<file path="config.mk">
export PLATFORM = sky130hd
export DESIGN_NAME = demorgan_sweeper
export DESIGN_NICKNAME = d
export VERILOG_FILES = /design/src/rtl/demorgan_pkg.sv /design/src/rtl/demorgan_golden.sv /design/src/rtl/demorgan_sweeper.sv
export SDC_FILE = /design/constraint.sdc
export NUM_CORES = 1
export LEC_CHECK = 0
export CAP_MARGIN = 20
export CORE_ASPECT_RATIO = 0.8
export CORE_MARGIN = 4
export CORE_UTILIZATION = 45
export CTS_CLUSTER_SIZE = 12
export DETAILED_ROUTE_END_ITERATION = 10
export PLACE_DENSITY = 0.69
export SLEW_MARGIN = 5
export SYNTH_ARGS = -nofsm -noshare
export SYNTH_HDL_FRONTEND = slang
export SYNTH_SLANG_ARGS = --single-unit
</file>
<file path="constraint.sdc">
create_clock -name clk_i -period 2.75 [get_ports clk_i]
set_input_delay 0.6875 -clock clk_i [delete_from_list [all_inputs] [get_ports clk_i]]
set_output_delay 0.6875 -clock clk_i [all_outputs]
set_load 0.1 [all_outputs]
</file>
<file path="src/rtl/demorgan_pkg.sv">
// Shared types, output bit map and golden truth function for the De Morgan sweep checker.
package demorgan_pkg;

    localparam int unsigned NOUT = 6;

    localparam int unsigned IdxNA      = 0;
    localparam int unsigned IdxNB      = 1;
    localparam int unsigned IdxNAandNB = 2;
    localparam int unsigned IdxNotAorB = 3;
    localparam int unsigned IdxNotAxB  = 4;
    localparam int unsigned IdxNAorNB  = 5;

    typedef enum logic [1:0] {StIdle, StSettle, StCheck, StDone} state_e;

    function automatic logic [NOUT-1:0] golden_vec(input logic a, input logic b);
        logic [NOUT-1:0] v;
        v             = '0;
        v[IdxNA]      = ~a;
        v[IdxNB]      = ~b;
        v[IdxNAandNB] = ~a & ~b;
        v[IdxNotAorB] = ~(a | b);
        v[IdxNotAxB]  = ~(a & b);
        v[IdxNAorNB]  = ~a | ~b;
        return v;
    endfunction

endpackage

</file>
<file path="src/rtl/demorgan_golden.sv">
// Combinational reference: expected gate outputs for an (a,b) input pair.
module demorgan_golden
    import demorgan_pkg::*;
(
    input  logic            a_i,
    input  logic            b_i,
    output logic [NOUT-1:0] exp_o
);

    assign exp_o = golden_vec(a_i, b_i);

endmodule

</file>
<file path="src/rtl/demorgan_sweeper.sv">
// Sweeps (a,b) through 00..11, waits Settle cycles per row, and checks the gate outputs
// against the golden model, reporting per-row mismatches and an overall pass flag.
module demorgan_sweeper
    import demorgan_pkg::*;
#(
    parameter int unsigned Settle = 1,
    parameter int unsigned Nout   = NOUT
) (
    input  logic            clk_i,
    input  logic            rst_i,
    input  logic            start_i,
    output logic            a_o,
    output logic            b_o,
    input  logic [Nout-1:0] dut_out_i,
    output logic            busy_o,
    output logic            row_valid_o,
    output logic [1:0]      row_index_o,
    output logic [Nout-1:0] row_mismatch_o,
    output logic [2:0]      err_count_o,
    output logic            done_o,
    output logic            pass_o
);

    localparam logic [3:0] SettleLast = 4'(Settle - 1);

    state_e            state_q, state_d;
    logic [1:0]        row_q, row_d;
    logic [3:0]        cnt_q, cnt_d;
    logic [2:0]        err_q, err_d;
    logic [1:0]        ab_q, ab_d;
    logic              busy_q, busy_d;
    logic              rv_q, rv_d;
    logic [1:0]        ridx_q, ridx_d;
    logic [Nout-1:0]   mm_q, mm_d;
    logic              done_q, done_d;
    logic              pass_q, pass_d;
    logic [Nout-1:0]   expected;
    logic [Nout-1:0]   mismatch;

    demorgan_golden u_golden (
        .a_i   (row_q[1]),
        .b_i   (row_q[0]),
        .exp_o (expected)
    );

    assign mismatch = dut_out_i ^ expected;

    always_ff @(posedge clk_i or posedge rst_i) begin
        if (rst_i) begin
            state_q <= StIdle;
        end else begin
            state_q <= state_d;
        end
    end

    always_comb begin
        state_d = state_q;
        unique case (state_q)
            StIdle:   if (start_i) state_d = StSettle;
            StSettle: if (cnt_q == SettleLast) state_d = StCheck;
            StCheck:  state_d = (row_q == 2'd3) ? StDone : StSettle;
            StDone:   state_d = StIdle;
            default:  state_d = StIdle;
        endcase
    end

    always_comb begin
        row_d  = row_q;
        cnt_d  = cnt_q;
        err_d  = err_q;
        ab_d   = ab_q;
        busy_d = busy_q;
        rv_d   = 1'b0;
        ridx_d = ridx_q;
        mm_d   = mm_q;
        done_d = 1'b0;
        pass_d = pass_q;
        unique case (state_q)
            StIdle: begin
                ab_d   = 2'b00;
                busy_d = start_i;
                if (start_i) begin
                    row_d  = 2'd0;
                    cnt_d  = 4'd0;
                    err_d  = 3'd0;
                    pass_d = 1'b0;
                end
            end
            StSettle: begin
                ab_d   = row_q;
                busy_d = 1'b1;
                cnt_d  = cnt_q + 4'd1;
            end
            StCheck: begin
                busy_d = 1'b1;
                rv_d   = 1'b1;
                ridx_d = row_q;
                mm_d   = mismatch;
                // Clean row in the then-branch so an unknown compare lands on the error path.
                if (mismatch == '0) begin
                    err_d = err_q;
                end else begin
                    err_d = err_q + 3'd1;
                end
                if (row_q == 2'd3) begin
                    pass_d = (err_d == 3'd0);
                end else begin
                    row_d = row_q + 2'd1;
                    cnt_d = 4'd0;
                    ab_d  = row_q + 2'd1;
                end
            end
            StDone: begin
                busy_d = 1'b1;
                done_d = 1'b1;
                ab_d   = 2'b00;
            end
            default: ;
        endcase
    end

    always_ff @(posedge clk_i or posedge rst_i) begin
        if (rst_i) begin
            row_q  <= 2'd0;
            cnt_q  <= 4'd0;
            err_q  <= 3'd0;
            ab_q   <= 2'b00;
            busy_q <= 1'b0;
            rv_q   <= 1'b0;
            ridx_q <= 2'd0;
            mm_q   <= '0;
            done_q <= 1'b0;
            pass_q <= 1'b0;
        end else begin
            row_q  <= row_d;
            cnt_q  <= cnt_d;
            err_q  <= err_d;
            ab_q   <= ab_d;
            busy_q <= busy_d;
            rv_q   <= rv_d;
            ridx_q <= ridx_d;
            mm_q   <= mm_d;
            done_q <= done_d;
            pass_q <= pass_d;
        end
    end

    assign a_o            = ab_q[1];
    assign b_o            = ab_q[0];
    assign busy_o         = busy_q;
    assign row_valid_o    = rv_q;
    assign row_index_o    = ridx_q;
    assign row_mismatch_o = mm_q;
    assign err_count_o    = err_q;
    assign done_o         = done_q;
    assign pass_o         = pass_q;

endmodule

</file>
==> impl_metrics.env <==
export IMPL_path_class="reg2reg"
export IMPL_synthToLayoutAreaGrowth_pct=21.3
export IMPL_root_buffer="clkbuf_4"
export IMPL_fin_crit_sh_pct=71.6
export IMPL_viasPerCell=5.21
export IMPL_synth_top_cell_area_share_pct=50.1
export IMPL_numPortBuffers=25
export IMPL_synthCells=128
export IMPL_synth_area_leader_cell="dfrtp_1"
export IMPL_fin_crit_ns=1.97
export IMPL_gp_congestion=0.809
export IMPL_dp_hpwl_mm=1.85
export IMPL_cpPeakStageDelay_ns=0.46
export IMPL_synth_seq_cells=25
export IMPL_rsz0062_at_grt="no"
export IMPL_die_area_mm2=0.00369
export IMPL_numCtsBuffers=3
export IMPL_start_kind="flip-flop"
export IMPL_drt_first_pass_iters=4
export IMPL_maxCapViolCount=0
export IMPL_hold_path_class="reg2reg"
export IMPL_critPathBufInv=0
export IMPL_dp_cells=186
export IMPL_cts_sinks=25
export IMPL_cts_tree="built"
export IMPL_r2r_slack_ns=0.78
export IMPL_utilization_pct=59.6
export IMPL_ioPinCount=26
export IMPL_critPathSlowestCell="dfrtp_1"
export IMPL_vias=990
export IMPL_htreeDepth=1
export IMPL_synth_main_ff_cell="dfrtp_1"
export IMPL_max_slew_margin_pct=58.2
export IMPL_drt_total_wl_mm=2.48
export IMPL_drive_gt1_share_pct=15.6
export IMPL_nets=169
export IMPL_max_clock_freq_ghz=0.508
export IMPL_rows=16
export IMPL_grt_antenna_before_repair=0
export IMPL_synthDistinctLibCells=33
export IMPL_crit_family="flip-flops"
export IMPL_grt_max_degree=26
export IMPL_synth_area_leaders="dfrtp_1, o21ai_0, nand2_1"
export IMPL_grtUsageTotal_pct=16.0
export IMPL_yosys_warnings=0
export IMPL_worst_hold_slack_ns=0.497
export IMPL_worstPathRequired_ns=2.97
export IMPL_setup_viol=0
export IMPL_diodes=0
export IMPL_syn_area_per_cell_um2=9.77
export IMPL_clk_pin_slew_ns=0.13
export IMPL_initial_core_util_pct=49.2
export IMPL_drv_slew=0
export IMPL_fin_skew_ns=0.00151
export IMPL_fin_cells=190
export IMPL_syn_num_nets=142
export IMPL_worstMarginPinSlew_ns=0.627
export IMPL_cp_end_kind="flip-flop"
export IMPL_die_width_um=66.9
export IMPL_final_setup_tns_ns=0
export IMPL_die_y_um=55.1
export IMPL_ant_nets=0
export IMPL_drc=0
export IMPL_clk_path_buf_depth=2
export IMPL_synth_edf_count=0
export IMPL_cts_post_setup_buffers_inserted=0
export IMPL_cts_resized=0
export IMPL_cp_max_fo=8
export IMPL_ys_async_sr_fraction_pct=100
export IMPL_crit_chain="ha_1 > xor2_1 > nand2_1 > or2_1 > a221o_1"
export IMPL_drt_initial_drc_count=27
export IMPL_core_area_mm2=0.00254
export IMPL_hold_viol_final=0
export IMPL_grt_overflow_total=0
export IMPL_clk_latency_ns=0.32
export IMPL_ctsHoldBuffers=0
export IMPL_cp_arrival_ns=2.19
export IMPL_seq_area_frac_synth_pct=50.1
export IMPL_synthesis_area_mm2=0.00125
export IMPL_first_global_vias=1023
export IMPL_status="completed"
export IMPL_grt_pass1_wl_mm=4.41
export IMPL_wire_per_inst_um=13.0
==> placed cells by master, fill, tap and decap left out, types with 4 or more instances in the layout <==
cell type and instances:
buf_4 19, o21ai_0 17, a21oi_1 4, xor2_1 5, inv_1 8, nor2_1 5, nand2_1 20, dfrtp_1 25
ha_1 5, o211ai_1 5, clkdlybuf4s50_1 8
==> through the flow <==
stage               area (um2)  setup slack (ns)
floorplan                 1250             0.853
global placement          1490             0.496
detailed placement        1490             0.463
CTS                       1520             0.772
global route              1520             0.672
finish                    1520             0.782
==> synthesized netlist by cell type, types with 2 or more instances <==
| library cell | number |
|---|---|
| o22ai_1 | 3 |
| inv_1 | 8 |
| a21oi_1 | 4 |
| o211ai_1 | 5 |
| xnor2_1 | 2 |
| ha_1 | 5 |
| o21ai_0 | 17 |
| nand2_1 | 20 |
| a22o_1 | 2 |
| clkbuf_1 | 3 |
| nor2_1 | 5 |
| nor3b_1 | 2 |
| dfrtp_1 | 25 |
| xor2_1 | 5 |
| or3_1 | 2 |
| nand2b_1 | 3 |
==> cell families (layout without fill, tap and decap cells) <==
family / count (synthesis) / after routing / synth area share, %
AO/OA/AOI/OAI: 38 / 38 / 18.8
XOR/XNOR: 8 / 8 / 6.21
adder cells (fa/ha/maj): 5 / 5 / 5.01
buffers and inverters: 13 / 39 / 4.60
flip-flops: 25 / 25 / 50.1
multiplexers: 1 / 1 / 0.801
AND/OR/NAND/NOR: 38 / 38 / 14.5
==> state kept, by name (all words and copies together), names as in the netlist <==
name / count
done_o: 1
row_valid_o: 1
cnt_q: 4
state_q: 2
row_q: 2
pass_o: 1
busy_o: 1
row_index_o: 2
err_count_o: 3
ab_q: 2
row_mismatch_o: 6
==> area by class of cell <==
class                   instances  area [um2]
well taps                      36        45.0
repair buffers                 27         223
flip-flops and latches         25         626
inverters                       8        30.0
fillers                       230        1030
multi-input cells              90         567
clock buffers                   4        26.3
==> metal layers <==
metal | share of wire (%) | track usage, % | vias to the layer above | wire length (um)
met5 | 0 | 0 | - | 0
met4 | 1.5 | 5.72 | 0 | 37
met3 | 5.3 | 4.85 | 7 | 130
met2 | 46 | 27.5 | 29 | 1150
met1 | 47 | 19.2 | 457 | 1160
li1 | - | - | 497 | -
==> path summary, 6_finish.rpt <==
| check | startpoint | end | depth (start not counted) |
|---|---|---|---|
| max | row_q[0]$_DFFE_PP0P_ | err_count_o[0]$_DFFE_PP0P_ | 5 |
| min | cnt_q[3]$_DFFE_PP0P_ | cnt_q[3]$_DFFE_PP0P_ | 1 |
| max reg2reg | row_q[0]$_DFFE_PP0P_ | err_count_o[0]$_DFFE_PP0P_ | 5 |
| min reg2reg | cnt_q[3]$_DFFE_PP0P_ | cnt_q[3]$_DFFE_PP0P_ | 1 |
| max in group asynchronous | rst_i | cnt_q[1]$_DFFE_PP0P_ | 3 |
| min in group asynchronous | rst_i | row_mismatch_o[4]$_DFFE_PP0P_ | 3 |
Power is not shown: default switching activity piles up to over one toggle a cycle in this logic, so the estimate is an artifact.
